### src/rtl/crc_pkg.sv
// Shared types and the single-bit CRC fold for crc_stream_engine.
// Values are carried at 32 bits and masked to crc_w, so one function serves every CRC width.
package crc_pkg;

    typedef enum logic [1:0] {IDLE, SHIFT, DONE} state_t;

    localparam logic GEN = 1'b0;
    localparam logic CHK = 1'b1;

    function automatic logic [31:0] next_crc_bit(input logic [31:0] crc, input logic din,
                                                 input logic [31:0] poly, input int crc_w);
        logic        fb;
        logic [31:0] mask;
        fb   = crc[5'(crc_w - 1)] ^ din;
        mask = 32'hFFFF_FFFF >> (32 - crc_w);
        return ((crc << 1) ^ (fb ? poly : 32'h0)) & mask;
    endfunction

endpackage

### src/rtl/crc_stream_engine_step.sv
// crc_step_unit: combinational fold of one whole word into the CRC register, MSB first.
// This module exists only in the CRC_PARALLEL_EN build.
`ifdef CRC_PARALLEL_EN
module crc_step_unit import crc_pkg::*; #(
    parameter int               DATA_W = 8,
    parameter int               CRC_W  = 8,
    parameter logic [CRC_W-1:0] POLY   = CRC_W'(8'h07)
) (
    input  logic [CRC_W-1:0]  crc_cur,
    input  logic [DATA_W-1:0] data,
    output logic [CRC_W-1:0]  crc_next
);

    logic [31:0] acc;

    always_comb begin
        acc = 32'(crc_cur);
        for (int i = DATA_W - 1; i >= 0; i--) begin
            acc = next_crc_bit(acc, data[i], 32'(POLY), CRC_W);
        end
        crc_next = CRC_W'(acc);
    end

endmodule
`endif

### src/rtl/crc_stream_engine.sv
// Streaming CRC generator/checker. Folds framed words MSB first, one bit per clock by default.
// Define CRC_PARALLEL_EN to fold a whole word per accept cycle (1 beat/cycle, same final CRC).
module crc_stream_engine import crc_pkg::*; #(
    parameter int               DATA_W = 8,
    parameter int               CRC_W  = 8,
    parameter logic [CRC_W-1:0] POLY   = CRC_W'(8'h07),
    parameter logic [CRC_W-1:0] INIT   = '0
) (
    input  logic              clk,
    input  logic              rst,
    input  logic              clr,
    input  logic              mode,
    input  logic [DATA_W-1:0] in_data,
    input  logic              in_valid,
    input  logic              in_last,
    output logic              in_ready,
    input  logic [CRC_W-1:0]  crc_in,
    output logic              out_valid,
    input  logic              out_ready,
    output logic [CRC_W-1:0]  crc_out,
    output logic              crc_ok,
    output logic              busy
);

    state_t           state;
    logic [CRC_W-1:0] crc;
    logic             started;
    logic             mode_q;

`ifdef CRC_PARALLEL_EN
    logic [CRC_W-1:0] crc_word;
    logic             mode_eff;

    crc_step_unit #(.DATA_W(DATA_W), .CRC_W(CRC_W), .POLY(POLY)) u_step (
        .crc_cur  (crc),
        .data     (in_data),
        .crc_next (crc_word)
    );

    // a single-beat frame takes its mode straight from the port
    assign mode_eff = started ? mode_q : mode;
`else
    localparam int CNT_W = (DATA_W > 1) ? $clog2(DATA_W) : 1;

    logic [DATA_W-1:0] word_q;
    logic [CNT_W-1:0]  cnt;
    logic              last_q;
    logic [CRC_W-1:0]  crc_in_q;
    logic [CRC_W-1:0]  crc_bit;

    assign crc_bit = CRC_W'(next_crc_bit(32'(crc), word_q[cnt], 32'(POLY), CRC_W));
`endif

    always_ff @(posedge clk or negedge rst) begin
        if (!rst) begin
            state     <= IDLE;
            crc       <= INIT;
            started   <= 1'b0;
            mode_q    <= GEN;
            in_ready  <= 1'b1;
            out_valid <= 1'b0;
            crc_out   <= '0;
            crc_ok    <= 1'b0;
            busy      <= 1'b0;
`ifndef CRC_PARALLEL_EN
            word_q    <= '0;
            cnt       <= '0;
            last_q    <= 1'b0;
            crc_in_q  <= '0;
`endif
        end else if (clr) begin
            state     <= IDLE;
            crc       <= INIT;
            started   <= 1'b0;
            in_ready  <= 1'b1;
            out_valid <= 1'b0;
            busy      <= 1'b0;
        end else begin
            case (state)
                IDLE: begin
                    if (in_valid && in_ready) begin
                        started <= 1'b1;
                        busy    <= 1'b1;
                        if (!started) mode_q <= mode;
`ifdef CRC_PARALLEL_EN
                        crc <= crc_word;
                        if (in_last) begin
                            state     <= DONE;
                            in_ready  <= 1'b0;
                            out_valid <= 1'b1;
                            crc_out   <= crc_word;
                            crc_ok    <= (mode_eff == CHK) && (crc_word == crc_in);
                        end
`else
                        word_q   <= in_data;
                        last_q   <= in_last;
                        cnt      <= CNT_W'(DATA_W - 1);
                        state    <= SHIFT;
                        in_ready <= 1'b0;
                        if (in_last) crc_in_q <= crc_in;
`endif
                    end
                end
`ifndef CRC_PARALLEL_EN
                SHIFT: begin
                    crc <= crc_bit;
                    cnt <= cnt - 1'b1;
                    if (cnt == '0) begin
                        if (last_q) begin
                            state     <= DONE;
                            out_valid <= 1'b1;
                            crc_out   <= crc_bit;
                            crc_ok    <= (mode_q == CHK) && (crc_bit == crc_in_q);
                        end else begin
                            state    <= IDLE;
                            in_ready <= 1'b1;
                        end
                    end
                end
`endif
                DONE: begin
                    if (out_ready) begin
                        state     <= IDLE;
                        crc       <= INIT;
                        started   <= 1'b0;
                        busy      <= 1'b0;
                        out_valid <= 1'b0;
                        in_ready  <= 1'b1;
                    end
                end
                default: state <= IDLE;
            endcase
        end
    end

endmodule

### config.mk
export PLATFORM = sky130hd
export DESIGN_NAME = crc_stream_engine
export DESIGN_NICKNAME = d
export VERILOG_FILES = /design/src/rtl/crc_pkg.sv /design/src/rtl/crc_stream_engine_step.sv /design/src/rtl/crc_stream_engine.sv
export SDC_FILE = /design/constraint.sdc
export NUM_CORES = 1
export LEC_CHECK = 0
export ABC_AREA = 1
export ABC_CLOCK_PERIOD_IN_PS = 1900
export BUFFER_PORTS_ARGS = -buffer_cell sky130_fd_sc_hd__buf_2
export CAP_MARGIN = 30
export CORE_ASPECT_RATIO = 1.25
export CORE_MARGIN = 2
export CORE_UTILIZATION = 38
export CTS_BUF_LIST = sky130_fd_sc_hd__clkbuf_4 sky130_fd_sc_hd__clkbuf_8
export CTS_CLUSTER_SIZE = 12
export DETAILED_ROUTE_END_ITERATION = 16
export PLACE_DENSITY = 0.65
export SYNTH_ARGS = -nofsm -noshare
export SYNTH_HDL_FRONTEND = slang
export SYNTH_HIERARCHICAL = 1
export SYNTH_SLANG_ARGS = --single-unit
### constraint.sdc
create_clock -name clk -period 1.9 [get_ports clk]
set_input_delay 0.38 -clock clk [delete_from_list [all_inputs] [get_ports clk]]
set_output_delay 0.38 -clock clk [all_outputs]
set_load 0.01 [all_outputs]
Word-level counts from Yosys, hierarchy flattened. Cells that the tools add are included.

Register bits after elaboration: 43. Input bits: 23. Word-level logic and storage cells: 73.

Add/sub/neg operators: 1. Magnitude comparators: 1. Equal/unequal tests: 9. Muxes and demuxes: 28. Bitwise gates (word level): 4. Reduce and logical (&&, ||, !) cells: 18.

Operator list (number): 8-bit 2-to-1 mux (2); 8-bit case mux with 2 select lines (1); 4-bit AND reduction (4); 3-bit inequality test (second input constant) (5); 1-bit 2-to-1 mux (12); 3-bit AND reduction (4); 2-bit 2-to-1 mux (5); 8-bit == test (1); 8-bit by 3-bit bitwise XOR with 8-bit output (1); 3-bit 2-to-1 mux (2); 2-bit case mux with 3 select lines (1); 3-bit case mux with 2 select lines (1); 3-bit nonzero test (2); 5-bit AND reduction (1); 3-bit by 4-bit < comparator with 1-bit output (second input constant) (1); 1-bit case mux with 2 select lines (2); 4-bit nonzero test (1); 1-bit binary-select mux with 3-bit select (1); 3-bit logical NOT (1); 1-bit case mux with 3 select lines (1); 3-bit by 1-bit subtractor with 3-bit output (second input constant) (1); 2-bit by 1-bit == test with 1-bit output (second input constant) (1); 2-bit == test (second input constant) (1); 1-bit logical AND (2); 6 further kinds (7).

Longest topological paths before layout.
Depth after elaboration: 7. Gate-level depth with buffers: 12. Depth with buffers taken out: 12.

Worst setup path before layout. No wires, ideal clock.

Path type: reg2reg. Start point: register state[0]. End point: register crc_in_q[0]. Arrival time: 1470 ps. Required time: 1772 ps. Setup slack: 302 ps. Cell stages (with the launch flop): 10. Path buffers: 1. Period minus slack after synthesis: 1598 ps. Cell sequence: dfrtp_1 > inv_1 > ha_1 > inv_1 > nor2_1 > nand3_1 > inv_1 > buf_4 > nand2_2 > mux2_1.

Word-level cells in the longest chain between the ends: 2.

Ends and longest elaborated chain: start, declared (line crc_stream_engine.sv:25) `state_t state;`; start signal, assigned (line crc_stream_engine.sv:56) `state <= IDLE;`; start signal, assigned (line crc_stream_engine.sv:72) `state <= IDLE;`; start signal, assigned (line crc_stream_engine.sv:98) `state <= SHIFT;`; 2-bit logical NOT (line crc_stream_engine.sv:79) `case (state)`; 4-bit AND reduction (no line); end signal, assigned (line crc_stream_engine.sv:100) `if (in_last) crc_in_q <= crc_in;`; end, declared (line crc_stream_engine.sv:48) `logic [CRC_W-1:0] crc_in_q;`.

Every way passes these cells. A chain may end at the register's enable or synchronous reset.

Final worst setup path.
Start point: register state[0]. End point: register cnt[2].

Word-level cells in the longest chain between the ends: 3. Elaborated cells on any way between the ends: 6. Those cells by class: 2 x eq/ne; 1 x mux; 3 x reduce/logical.

Ends and longest elaborated chain: 2-bit by 1-bit == test with 1-bit output / 2-bit logical NOT (equally long branches) (line crc_stream_engine.sv:79); 2-bit nonzero test (no line) / 2-bit inequality test (equally long branches); 3-bit AND reduction (no line); end signal, assigned (line crc_stream_engine.sv:97) `cnt <= CNT_W'(DATA_W - 1);`; end signal, assigned (line crc_stream_engine.sv:107) `cnt <= cnt - 1'b1;`; end, declared (line crc_stream_engine.sv:46) `logic [CNT_W-1:0] cnt;`.

Several ways; a longest one is shown, not always the timed one.

==> results.yml <==
finish:
  fin_cells: 347
  drive_gt1_share_pct: 27.6
  area_growth_pct: 19.3
  fin_util_pct: 46.4
  diodes: 0
  final_nets: 310
global_routing:
  busiest_layer: "met2"
  grt_pass1_vias: 1684
  use_met1_pct: 20.3
  grtUsageMet3_pct: 3.47
  grtUsageMet2_pct: 25.7
  grt_pass1_wl_mm: 7.62
  grt.overflow.total: 0
  antenna_found_initial: 0
  grt_max_degree: 25
  grtUsageTotal_pct: 15.7
cts:
  ctsHtreeMaxLevel: 2
  cts_buffer_depth: 2
  holdBufCountCts: 0
  clockRootBuffer: "clkbuf_8"
  tritoncts: "done"
  clk_pin_slew_ns: 0.08
  clkLatencyLatePin_ns: 0.30
  clock_sinks: 43
  cts_buffers: 5
placement:
  pre_cts_ws_ns: 0.0957
  numPortBuffers: 34
  dp_hpwl_mm: 3.26
  gp_congestion: 0.794
  placedCellCount: 339
yosys:
  synth_cell_type_count: 31
  synth_area_leaders: "dfrtp_1, nand2_1, inv_1"
  yosys.area.top_type: "dfrtp_1"
  netlist_area_um2: 2100
  synth_top_area_share_pct: 50.0
  yosysSeqAreaShare_pct: 51.2
  ys_ff_latch: 43
  synth.avg_cell_area_um2: 8.84
  syn_inst: 238
  synth_warnings: 6
  synth_nets: 266
min_path:
  hold_path_class: "input pin to asynchronous set/reset pin"
sta:
  period_share_pct: 89.5
  min_period_ns: 1.70
  fin_ws_ns: 0.199
  fin_skew_ns: 0.00330
  setup_violations: 0
  fin_hold_ws_ns: 0.0349
  report.final.slew_viol_count: 0
  slew_headroom_pct: 63.0
  max_freq_mhz: 588
  tightestPinTransition_ns: 0.548
  hold_viol: 0
die:
  start_util_pct: 38.9
  core_um2: 5410
  die_x_um: 70.5
  die_y_um: 87.2
  io_pins: 35
  rows: 30
  die_area_um2: 6150
pwr:
  power_density_nw_per_um2: 1450
  leakagePower_nw: 1.26
  vdd_ir_drop_max_v: 0.000672
setup_path:
  path_max_fanout: 19
  slowest_delay_ns: 0.37
  worst-setup-path-type: "flip-flop to flip-flop"
  end_kind: "flip-flop"
  cp-start-kind: "flip-flop"
  slowest_stage: "dfrtp_1"
  crit_chain: "inv_1 -> ha_1 -> inv_1 -> nor2_2 -> nand3_1 -> inv_2 -> buf_8 -> a21oi_1 -> inv_2 -> o21ai_0 -> o21ai_0"
  crit_arrival_ns: 1.87
  required_ns: 2.07
drt:
  postRouteAntennaNets: 0
  drt_iter0_drc: 91
  drc: 0
  wire_per_inst_um: 12.5
  via_count: 1735
  wirelength_mm: 4.35
  routed_via_density: 5.00
  drt_first_pass_iters: 4
run_status:
  outcome: "finished, final reports clean"
job:
  max_cap_viol_count: 0
## through the flow
step	TNS (ns)	power, mW	instance area [um2]
floorplan	0	2.62	2100
global placement	0	3.03	2390
detailed placement	0	3.05	2390
CTS	0	3.63	2480
global route	-0.0404	3.98	2510
finish	0	3.63	2510
## logic make-up (layout without fill, tap and decap cells)
family	after synthesis	after routing	share of synthesized area [%]
multiplexers	3	3	1.61
AO/OA/AOI/OAI	52	52	13.9
adder cells (fa/ha/maj)	5	5	2.97
XOR/XNOR	1	1	0.416
AND/OR/NAND/NOR	90	90	21.7
flip-flops	43	43	51.2
buffers and inverters	44	89	8.27
## worst paths after layout
kind / from / to / slack (ns) / cells after the start
min in group clk: in_data[4] / word_q[4] / 0.28 / 3
min: rst / state[0] / 0.03 / 1
max reg2reg: state[0] / cnt[2] / 0.20 / 11
max in group asynchronous: rst / crc_out[0] / 1.37 / 2
max: state[0] / cnt[2] / 0.20 / 11
min reg2reg: crc_out[0] / crc_out[0] / 0.49 / 2
## cell usage in the layout, fill, tap and decap left out, types with 2 or more instances in the layout
cell type,instances
nand2_1,42
dfrtp_1,42
inv_1,35
buf_2,34
o21ai_0,26
nand3_1,13
nor2_1,12
o22ai_1,9
a21oi_1,8
nand2_4,7
nand2_2,5
clkbuf_8,5
buf_4,5
inv_2,4
nand3_2,4
ha_1,4
mux2_1,3
o21ai_1,3
clkinv_2,3
nor2_4,2
a31oi_1,2
nand4_1,2
## worst max-delay path: cells and delay by family (launching register included)
family	cells	cell delay [ns]
buffers and inverters	5	0.50
DFF	1	0.37
AOI/OAI and AO/OA	3	0.33
and+or+nand+nor	2	0.17
adders and majority gates	1	0.21
## layer usage
metal  vias up  share of wire, %  wire length (um)
met5         -                 0                 0
li1        866                 -                 -
met4         0               2.2                95
met1       818                44              1900
met2        43                49              2140
met3         8               4.9               212
## registers in the layout, indices dropped and copies added (netlist names)
register	flops
crc_in_q	8
in_ready	1
out_valid	1
cnt	3
crc_out	8
state	2
crc	8
mode_q	1
started	1
word_q	8
crc_ok	1
last_q	1
## synthesized netlist by cell type (all sizes together)
cell type,instances
nand2,54
dfrtp,42
inv,39
o21ai,29
nand3,17
nor2,15
a21oi,9
o22ai,9
ha,5
buf,3
mux2,3
a31oi,2
nand4,2
clkbuf,1
clkinv,1
dfstp,1
nor3,1
o21bai,1
o311ai,1
o32ai,1
or2,1
xor2,1
## area by class of cell
cell class	instances	area [um2]
timing repair buffer	41	243
clock buffer	5	68.8
tap	64	80.1
inverter	40	150
sequential	43	1080
multi-input combinational	151	875
fill	546	2900
clock inverter	3	15.0
## report_power, final
group	internal (mW)	total (mW)	switching, mW
sequential	1.25	1.43	0.180
clock	0.252	0.568	0.317
combinational	0.613	1.63	1.02
total	2.11	3.63	1.52
## repair_timing
item	CTS	global route
endpoints found under the hold margin	0	0
endpoints found under the setup margin	0	9
resized for setup	0	10
setup buffers	0	0
(Power assumes the default switching activity.)
